===== config.mk =====
export PLATFORM = sky130hd
export DESIGN_NAME = ram_dp_clr
export DESIGN_NICKNAME = d
export VERILOG_FILES = /design/src/rtl/ram_dp_clr.sv
export SDC_FILE = /design/constraint.sdc
export NUM_CORES = 2
export LEC_CHECK = 0
export CAP_MARGIN = 20
export CORE_MARGIN = 2
export CORE_UTILIZATION = 45
export CTS_BUF_LIST = sky130_fd_sc_hd__clkbuf_16
export CTS_CLUSTER_DIAMETER = 120
export DETAILED_ROUTE_END_ITERATION = 10
export PLACE_DENSITY = 0.66
export SYNTH_ARGS = -nofsm -noshare
export SYNTH_HDL_FRONTEND = slang
export SYNTH_SLANG_ARGS = --single-unit

===== constraint.sdc =====
create_clock -name Clk -period 6.4 [get_ports Clk]
set_clock_uncertainty 0.1 [all_clocks]
set_input_delay 0.64 -clock Clk [delete_from_list [all_inputs] [get_ports Clk]]
set_output_delay 0.64 -clock Clk [all_outputs]
set_load 0.05 [all_outputs]

===== src/rtl/ram_dp_clr.sv =====
// Simple dual-port RAM (one write, one read port, single clock) with byte enables,
// 1/2-cycle read latency, defined collision behaviour and a post-reset clear sweep.
// Optional per-byte even parity and ParErr output: define RAM_DP_CLR_PARITY_EN.
module ram_dp_clr #(
    parameter int DATA_W       = 8,
    parameter int ADDR_W       = 8,
    parameter int RD_LAT       = 1,
    parameter int RD_FIRST     = 0,
    parameter int CLEAR_ON_RST = 1
) (
    input  logic              Clk,
    input  logic              Rst,
    input  logic              WrEn,
    input  logic [ADDR_W-1:0] WrAddr,
    input  logic [DATA_W-1:0] WrData,
    input  logic [DATA_W/8-1:0] WrBe,
    input  logic              RdEn,
    input  logic [ADDR_W-1:0] RdAddr,
    output logic [DATA_W-1:0] RdData,
    output logic              RdValid,
    output logic              Busy
`ifdef RAM_DP_CLR_PARITY_EN
    ,
    output logic              ParErr
`endif
);

    localparam int DEPTH = 2 ** ADDR_W;
    localparam int NB    = DATA_W / 8;

    typedef enum logic {
        IDLE  = 1'b0,
        CLEAR = 1'b1
    } state_t;

    state_t            state;
    state_t            state_nxt;
    logic [ADDR_W-1:0] cnt;
    logic              clr_we;
    logic              wr_acc;
    logic              rd_acc;
    logic              hit;

    logic [DATA_W-1:0] mem [DEPTH];
    logic [DATA_W-1:0] rd_old;
    logic [DATA_W-1:0] rd_merged;
    logic [DATA_W-1:0] rd_word;

    // State register
    always_ff @(posedge Clk) begin
        if (Rst) begin
            state <= (CLEAR_ON_RST != 0) ? CLEAR : IDLE;
        end else begin
            state <= state_nxt;
        end
    end

    always_ff @(posedge Clk) begin
        if (Rst) begin
            cnt <= '0;
        end else if (state == CLEAR) begin
            cnt <= cnt + 1'b1;
        end
    end

    // Next-state logic
    always_comb begin
        state_nxt = state;
        case (state)
            CLEAR:   if (cnt == '1) state_nxt = IDLE;
            default: state_nxt = state;
        endcase
    end

    // Output logic
    always_comb begin
        Busy   = (state == CLEAR);
        clr_we = (state == CLEAR) && !Rst;
    end

    assign wr_acc = WrEn && (state == IDLE) && !Rst;
    assign rd_acc = RdEn && (state == IDLE) && !Rst;

    // Read word: old contents, or the byte-merged write word on a write-first collision
    always_comb begin
        rd_old    = mem[RdAddr];
        rd_merged = rd_old;
        for (int unsigned i = 0; i < NB; i++) begin
            if (WrBe[i]) rd_merged[8*i +: 8] = WrData[8*i +: 8];
        end
        hit     = WrEn && (WrAddr == RdAddr);
        rd_word = ((RD_FIRST == 0) && hit) ? rd_merged : rd_old;
    end

`ifdef RAM_DP_CLR_PARITY_EN
    logic [NB-1:0] par_mem [DEPTH];
    logic [NB-1:0] wr_par;
    logic [NB-1:0] rd_par_old;
    logic [NB-1:0] rd_par_merged;
    logic [NB-1:0] rd_par;
    logic          rd_perr;

    always_comb begin
        rd_par_old    = par_mem[RdAddr];
        rd_par_merged = rd_par_old;
        wr_par        = '0;
        for (int unsigned i = 0; i < NB; i++) begin
            wr_par[i] = ^WrData[8*i +: 8];
            if (WrBe[i]) rd_par_merged[i] = wr_par[i];
        end
        rd_par  = ((RD_FIRST == 0) && hit) ? rd_par_merged : rd_par_old;
        rd_perr = 1'b0;
        for (int unsigned i = 0; i < NB; i++) begin
            if ((^rd_word[8*i +: 8]) != rd_par[i]) rd_perr = 1'b1;
        end
    end
`endif

    // Storage: the clear sweep has priority, user writes only when idle
    always_ff @(posedge Clk) begin
        if (clr_we) begin
            mem[cnt] <= '0;
`ifdef RAM_DP_CLR_PARITY_EN
            par_mem[cnt] <= '0;
`endif
        end else if (wr_acc) begin
            for (int unsigned i = 0; i < NB; i++) begin
                if (WrBe[i]) begin
                    mem[WrAddr][8*i +: 8] <= WrData[8*i +: 8];
`ifdef RAM_DP_CLR_PARITY_EN
                    par_mem[WrAddr][i] <= wr_par[i];
`endif
                end
            end
        end
    end

    generate
        if (RD_LAT == 2) begin : g_lat2
            logic              s1_valid;
            logic [DATA_W-1:0] s1_data;
`ifdef RAM_DP_CLR_PARITY_EN
            logic              s1_perr;
`endif
            always_ff @(posedge Clk) begin
                if (Rst) begin
                    s1_valid <= 1'b0;
                    s1_data  <= '0;
                    RdValid  <= 1'b0;
                    RdData   <= '0;
`ifdef RAM_DP_CLR_PARITY_EN
                    s1_perr  <= 1'b0;
                    ParErr   <= 1'b0;
`endif
                end else begin
                    s1_valid <= rd_acc;
                    if (rd_acc) s1_data <= rd_word;
                    RdValid <= s1_valid;
                    if (s1_valid) RdData <= s1_data;
`ifdef RAM_DP_CLR_PARITY_EN
                    s1_perr <= rd_acc && rd_perr;
                    ParErr  <= s1_valid && s1_perr;
`endif
                end
            end
        end else begin : g_lat1
            always_ff @(posedge Clk) begin
                if (Rst) begin
                    RdValid <= 1'b0;
                    RdData  <= '0;
`ifdef RAM_DP_CLR_PARITY_EN
                    ParErr  <= 1'b0;
`endif
                end else begin
                    RdValid <= rd_acc;
                    if (rd_acc) RdData <= rd_word;
`ifdef RAM_DP_CLR_PARITY_EN
                    ParErr <= rd_acc && rd_perr;
`endif
                end
            end
        end
    endgenerate

endmodule


### Yosys cells after proc, flatten, opt, wreduce, memory -nomap -nowiden

Memories as Yosys holds them, arrays and structs flattened.
Cells that the tools add are included.

| word-level totals | value |
|---|---|
| logic and storage cells | 30 |
| flip-flop bits (word level) | 18 |
| bits of input ports | 29 |
| memories kept | 1 |
| output and inout bits | 10 |
| memory bits (writable) | 2048 |

Memories:

| memory | words | bits a word | rd ports | clocked after Yosys merged registers in | write ports | RTL line | source |
|---|---|---|---|---|---|---|---|
| mem | 256 | 8 | 1 | 0 | 1 | 44 | `logic [DATA_W-1:0] mem [DEPTH];` |

| cells by class | value |
|---|---|
| mux-type cells | 13 |
| reduce and logical (&&, ||, !) cells | 8 |
| add/sub/neg operators | 1 |
| equal/unequal tests | 2 |
| bitwise operators | 1 |

Operators by type and width:

| operator | count |
|---|---|
| two-way mux 8 bit | 4 |
| two-way mux 1 bit | 9 |
| adder 8 x 1 -> 8 bit (second input constant) | 1 |
| == test 8 bit | 1 |
| == test 8 bit (second input constant) | 1 |
| OR reduction 8 bit | 1 |
| logical AND 1 bit | 6 |
| logical NOT 1 bit | 1 |
| NOT 1 bit | 1 |

### Longest topological paths before layout

| logic depth | value |
|---|---|
| word-level depth | 8 |
| mapped depth | 14 |
| gate-level depth less buffers | 8 |

### Worst setup path after synthesis

No wires, ideal clock.

| timing path | value |
|---|---|
| kind | register -> register |
| from | register state (netlist: Busy) |
| to | memory mem[0][0], data pin |
| path slack | 553 ps |
| period minus slack after synthesis | 5847 ps |
| data required time | 5431 ps |
| stages on the path, launching flop included | 5 |
| setup time | 869 ps |
| arrival time | 4878 ps |
| buffers on the path | 2 |
| path through | dfxtp_1 -> clkbuf_1 -> nor3_1 -> clkbuf_1 -> and2_1 |

| between the ends | value |
|---|---|
| word-level cells in the longest chain between the ends | 8 |
| elaborated cells between the ends (all ways) | 9 |
| those cells by class | mux (4); bitwise (1); reduce/logical (4) |

RTL lines:

| item | RTL line | source |
|---|---|---|
| start: declaration | 36 | `state_t state;` |
| start signal: assignment | 52 | `state <= (CLEAR_ON_RST != 0) ? CLEAR : IDLE;` |
| start signal: assignment | 54 | `state <= state_nxt;` |
| NOT 1 bit | 81 | `assign wr_acc = WrEn && (state == IDLE) && !Rst;` |
| logical AND 1 bit (2 in a row) | 81 |  |
| two-way mux 1 bit | 126 | `end else if (wr_acc) begin` |
| two-way mux 1 bit (*) | 121 | `if (clr_we) begin` |
| two-way mux 1 bit (implied by the code) (*) | 129 | `mem[WrAddr][8*i +: 8] <= WrData[8*i +: 8];` |
| OR reduction 8 bit (no line) (*) | n/a |  |
| two-way mux 8 bit (no line) (*) | n/a |  |
| end: declaration | 44 |  |

Mark *: on every way between the ends. The rest lies on a longest branch, timed or not.

### Worst setup path in the final report

| timing path | value |
|---|---|
| from | input port Rst |
| to | memory mem[130][1], enable pin |

| between the ends | value |
|---|---|
| word-level cells in the longest chain between the ends | 7 |
| elaborated cells between the ends (all ways) | 11 |
| those cells by class | mux (7); reduce/logical (4) |

RTL lines:

| item | RTL line | source |
|---|---|---|
| start: declaration | 12 | `input logic Rst,` |
| logical NOT 1 bit (*) | 78, 81 |  |
| logical AND 1 bit | 81 |  |
| two-way mux 1 bit | 126 |  |
| two-way mux 1 bit | 121 |  |
| two-way mux 1 bit (implied by the code) | 129 |  |
| OR reduction 8 bit (no line) | n/a |  |
| two-way mux 8 bit (no line) / two-way mux 1 bit (equally long branches) | n/a |  |

Marks and branches as above.

==> impl_metrics.py <==
metrics = {
    "clock_network": {
        "post_cts_buffers": 0,
        "cts_resized": 0,
        "cts_tree": "done",
        "clkLatencyLatePin_ps": 830,
        "clockBufferDepth": 3,
        "clk_pin_slew_worst_paths_ps": 60,
        "numCtsBuffers": 199,
        "hold_buffers": 0,
        "htree_levels": 4,
        "cts.sinks": 2066,
        "root_buffer": "clkbuf_16",
    },
    "critical_path": {
        "crit_chain": "clkdlybuf4s50_1 > nor2_1 > nand3_1 > or3_1 > o31ai_1 > nand3_1 > buf_4 > nor2_1",
        "path_max_fanout": 13,
        "criticalPathCategory": "in -> reg",
        "r2r-start": "Busy$_SDFF_PP1_",
        "worstSetupEndpoint": "mem[130][1]$_DFFE_PP_",
        "ff2ff_setup_slack_ps": 2000,
        "critPathLaunch": "Rst",
        "cp-end-kind": "register",
        "crit_path_top_delay_cell": "nand3_1",
        "crit_required_ps": 6740,
        "reg2reg_depth": 7,
        "r2r_end": "mem[130][1]$_DFFE_PP_",
        "arrival_ps": 4850,
        "max_stage_delay_ps": 990,
        "crit_path_start_kind": "primary input",
    },
    "timing": {
        "drv_slew": 0,
        "max_freq_mhz": 222,
        "tightest_slew_ps": 1230,
        "relSlewSlack_pct": 15.8,
        "fin_crit_sh_pct": 70.5,
        "grt_setup_unrepaired": "false",
        "finalSetupViolCount": 0,
        "timing.hold.ws_ps": 433,
        "tns_ps": 0,
        "hold_viol": 0,
        "period_minus_slack_ps": 4510,
    },
    "route": {
        "drt_wl_total_um": 213000,
        "num_vias": 40500,
        "routed_via_density": 6.21,
        "drtIter0Drc": 6009,
        "drc": 0,
        "drtAntennaViolNets": 0,
        "wl_per_cell_um": 32.7,
        "dr.pass1.iters": 6,
    },
    "finish": {
        "area_delta_synth_final_pct": 12.2,
        "nFillCells": 13900,
        "fin_util_pct": 50.8,
        "finalNetCount": 4028,
        "drive_above_1_share_pct": 23.5,
    },
    "yosys": {
        "syn_nets": 3882,
        "seq_area_frac_synth_pct": 76.6,
        "yosys.area.top_type_share_pct": 76.1,
        "ys_warn_count": 0,
        "synth_xor_area_share_pct": 0.163,
        "synthesis.area_mm2": 0.0808,
        "synth_compound_area_share_pct": 1.76,
        "synth_top_family_by_area": "multiplexers",
        "avgSynthCellArea_um2": 21.0,
        "synth_fa_ha_area_share_pct": 0.0155,
        "synth_cells": 3852,
        "yosysTopAreaCell": "edfxtp_1",
        "synth-async-reset-ratio_pct": 0,
        "synth_seq_cells": 2066,
        "yosysMostFrequentCell": "edfxtp_1",
        "synthTopCellsByArea": "edfxtp_1, mux4_2, nor2_1, mux2i_1, nand2_1",
        "synthTopCellsByCount": "edfxtp_1, mux4_2, nor2_1",
        "synth-main-ff-cell": "edfxtp_1",
        "synth_cell_types": 63,
        "muxShareOfSynthArea_pct": 16.4,
        "synth_edf_count": 2048,
        "synthSimpleGateAreaFrac_pct": 3.68,
    },
    "floorplan": {
        "ios": 39,
        "die_x_um": 428,
        "initial_core_util_pct": 45.3,
        "die-area_mm2": 0.183,
        "die_y_um": 428,
        "core_area_mm2": 0.178,
        "std_cell_rows": 155,
    },
    "placement": {
        "globalplace.congestion": 0.911,
        "portBuffers": 38,
        "dp_hpwl_um": 131000,
    },
    "power_and_ir_drop": {
        "ir_worst_vdd_mv": 0.219,
        "p_per_area_mw_per_mm2": 297,
        "p_leak_uw": 0.0323,
    },
    "global_routing": {
        "grt_usage_pct": 23.4,
        "antenna_found_initial": 11,
        "grt-ovfl-total": 0,
        "grt_pass1_vias": 40000,
        "grt_max_degree": 156,
        "grt_pass1_wl_um": 301000,
    },
    "outcome": {
        "status": "finished clean",
    },
    "run": {
        "drv_cap": 0,
    },
    "hold_path": {
        "holdCritPathClass": "in -> reg",
    },
}
==> power breakdown <==
part	switching, uW	internal [uW]
Clock	5040	6360
Sequential	5.64	14600
Combinational	581	339
Total	5620	21300
==> critical path, delay by kind of cell <==
family	cells	cell delay, ps
and+or+nand+nor	5	2690
buffers and inverters	2	1270
AOI/OAI and AO/OA	1	220
==> state kept, by name, summed over array words and instances (netlist names) <==
| name | count |
|---|---|
| Busy | 1 |
| RdData | 8 |
| RdValid | 1 |
| cnt | 8 |
| mem | 2048 |
==> per-stage QoR <==
stage / std cells / instance area (um2) / setup WS (ps) / power, uW
CTS: 6515 / 90700 / 2040 / 27100
detailed placement: 6149 / 84300 / 1200 / 15900
global placement: 6144 / 84300 / 1190 / 15800
finish: 6523 / 90700 / 1890 / 27000
global route: 6519 / 90700 / 1730 / 27600
floorplan: 3852 / 80800 / 553 / 15500
==> cell usage in the layout, fill, tap and decap left out, types with 7 or more instances in the layout <==
cell,instances
xnor2_1,8
o22ai_1,22
nor3_1,7
inv_1,51
dfxtp_1,18
a211oi_1,24
mux2i_1,105
mux4_2,533
nor2b_1,24
nand3_1,53
and2_4,8
nand3b_1,17
mux2_2,18
a21oi_1,25
o221ai_1,8
clkinv_1,48
nand4_1,16
clkinv_2,32
o21ai_0,20
clkbuf_16,203
a2111oi_0,8
nand2_1,199
nor4_1,8
clkdlybuf4s50_1,32
buf_12,23
a31oi_1,12
edfxtp_1,2048
a22oi_1,29
clkinvlp_4,8
buf_4,102
bufinv_16,15
o211ai_1,7
xor2_1,7
nor2_1,308
and2_1,10
==> final cells by class <==
class / instances / area [um2] / share of cell area [%]
Inverter: 6 / 25.0 / 0.0276
Sequential cell: 2066 / 61900 / 68.2
Clock buffer: 203 / 5080 / 5.60
Tap cell: 2355 / 2950 / 3.25
Multi-Input combinational cell: 1557 / 17800 / 19.7
Antenna cell: 5 / 12.5 / 0.0138
Clock inverter: 163 / 1240 / 1.37
Timing Repair Buffer: 168 / 1680 / 1.85
==> worst min-delay path by stage <==
stage | from | slack, ps | cells after the start | end
after CTS | RdAddr[5] | 370 | 4 | RdData[2]$_SDFFE_PP0P_
after detailed placement | RdData[7]$_SDFFE_PP0P_ | 450 | 2 | RdData[7]$_SDFFE_PP0P_
final | RdAddr[5] | 430 | 4 | RdData[2]$_SDFFE_PP0P_
after floorplan | cnt[7]$_SDFFE_PP0P_ | 430 | 2 | Busy$_SDFF_PP1_
after global routing | RdAddr[5] | 360 | 3 | RdData[2]$_SDFFE_PP0P_
after global placement | RdData[3]$_SDFFE_PP0P_ | 460 | 2 | RdData[3]$_SDFFE_PP0P_
==> layer usage <==
layer  routed length, um  GRT usage, %  share of wire, %  up-vias
met5                  27             0             0.013        -
met4                9240          9.57               4.3        4
met3               22900          5.82                11      437
met2               99800          36.1                47     2408
met1               81000          32.3                38    21400
li1                    -             -                 -    16300
==> kinds of logic (layout without fill, tap and decap cells) <==
logic type,Yosys count,count (layout)
DFF,2066,2066
and+or+nand+nor,684,684
muxes,656,656
buffers and inverters,229,540
AOI/OAI and AO/OA,201,201
xor gates and xnor gates,15,15
adders and majority gates,1,1
other,0,5
(Power assumes the default switching activity.)
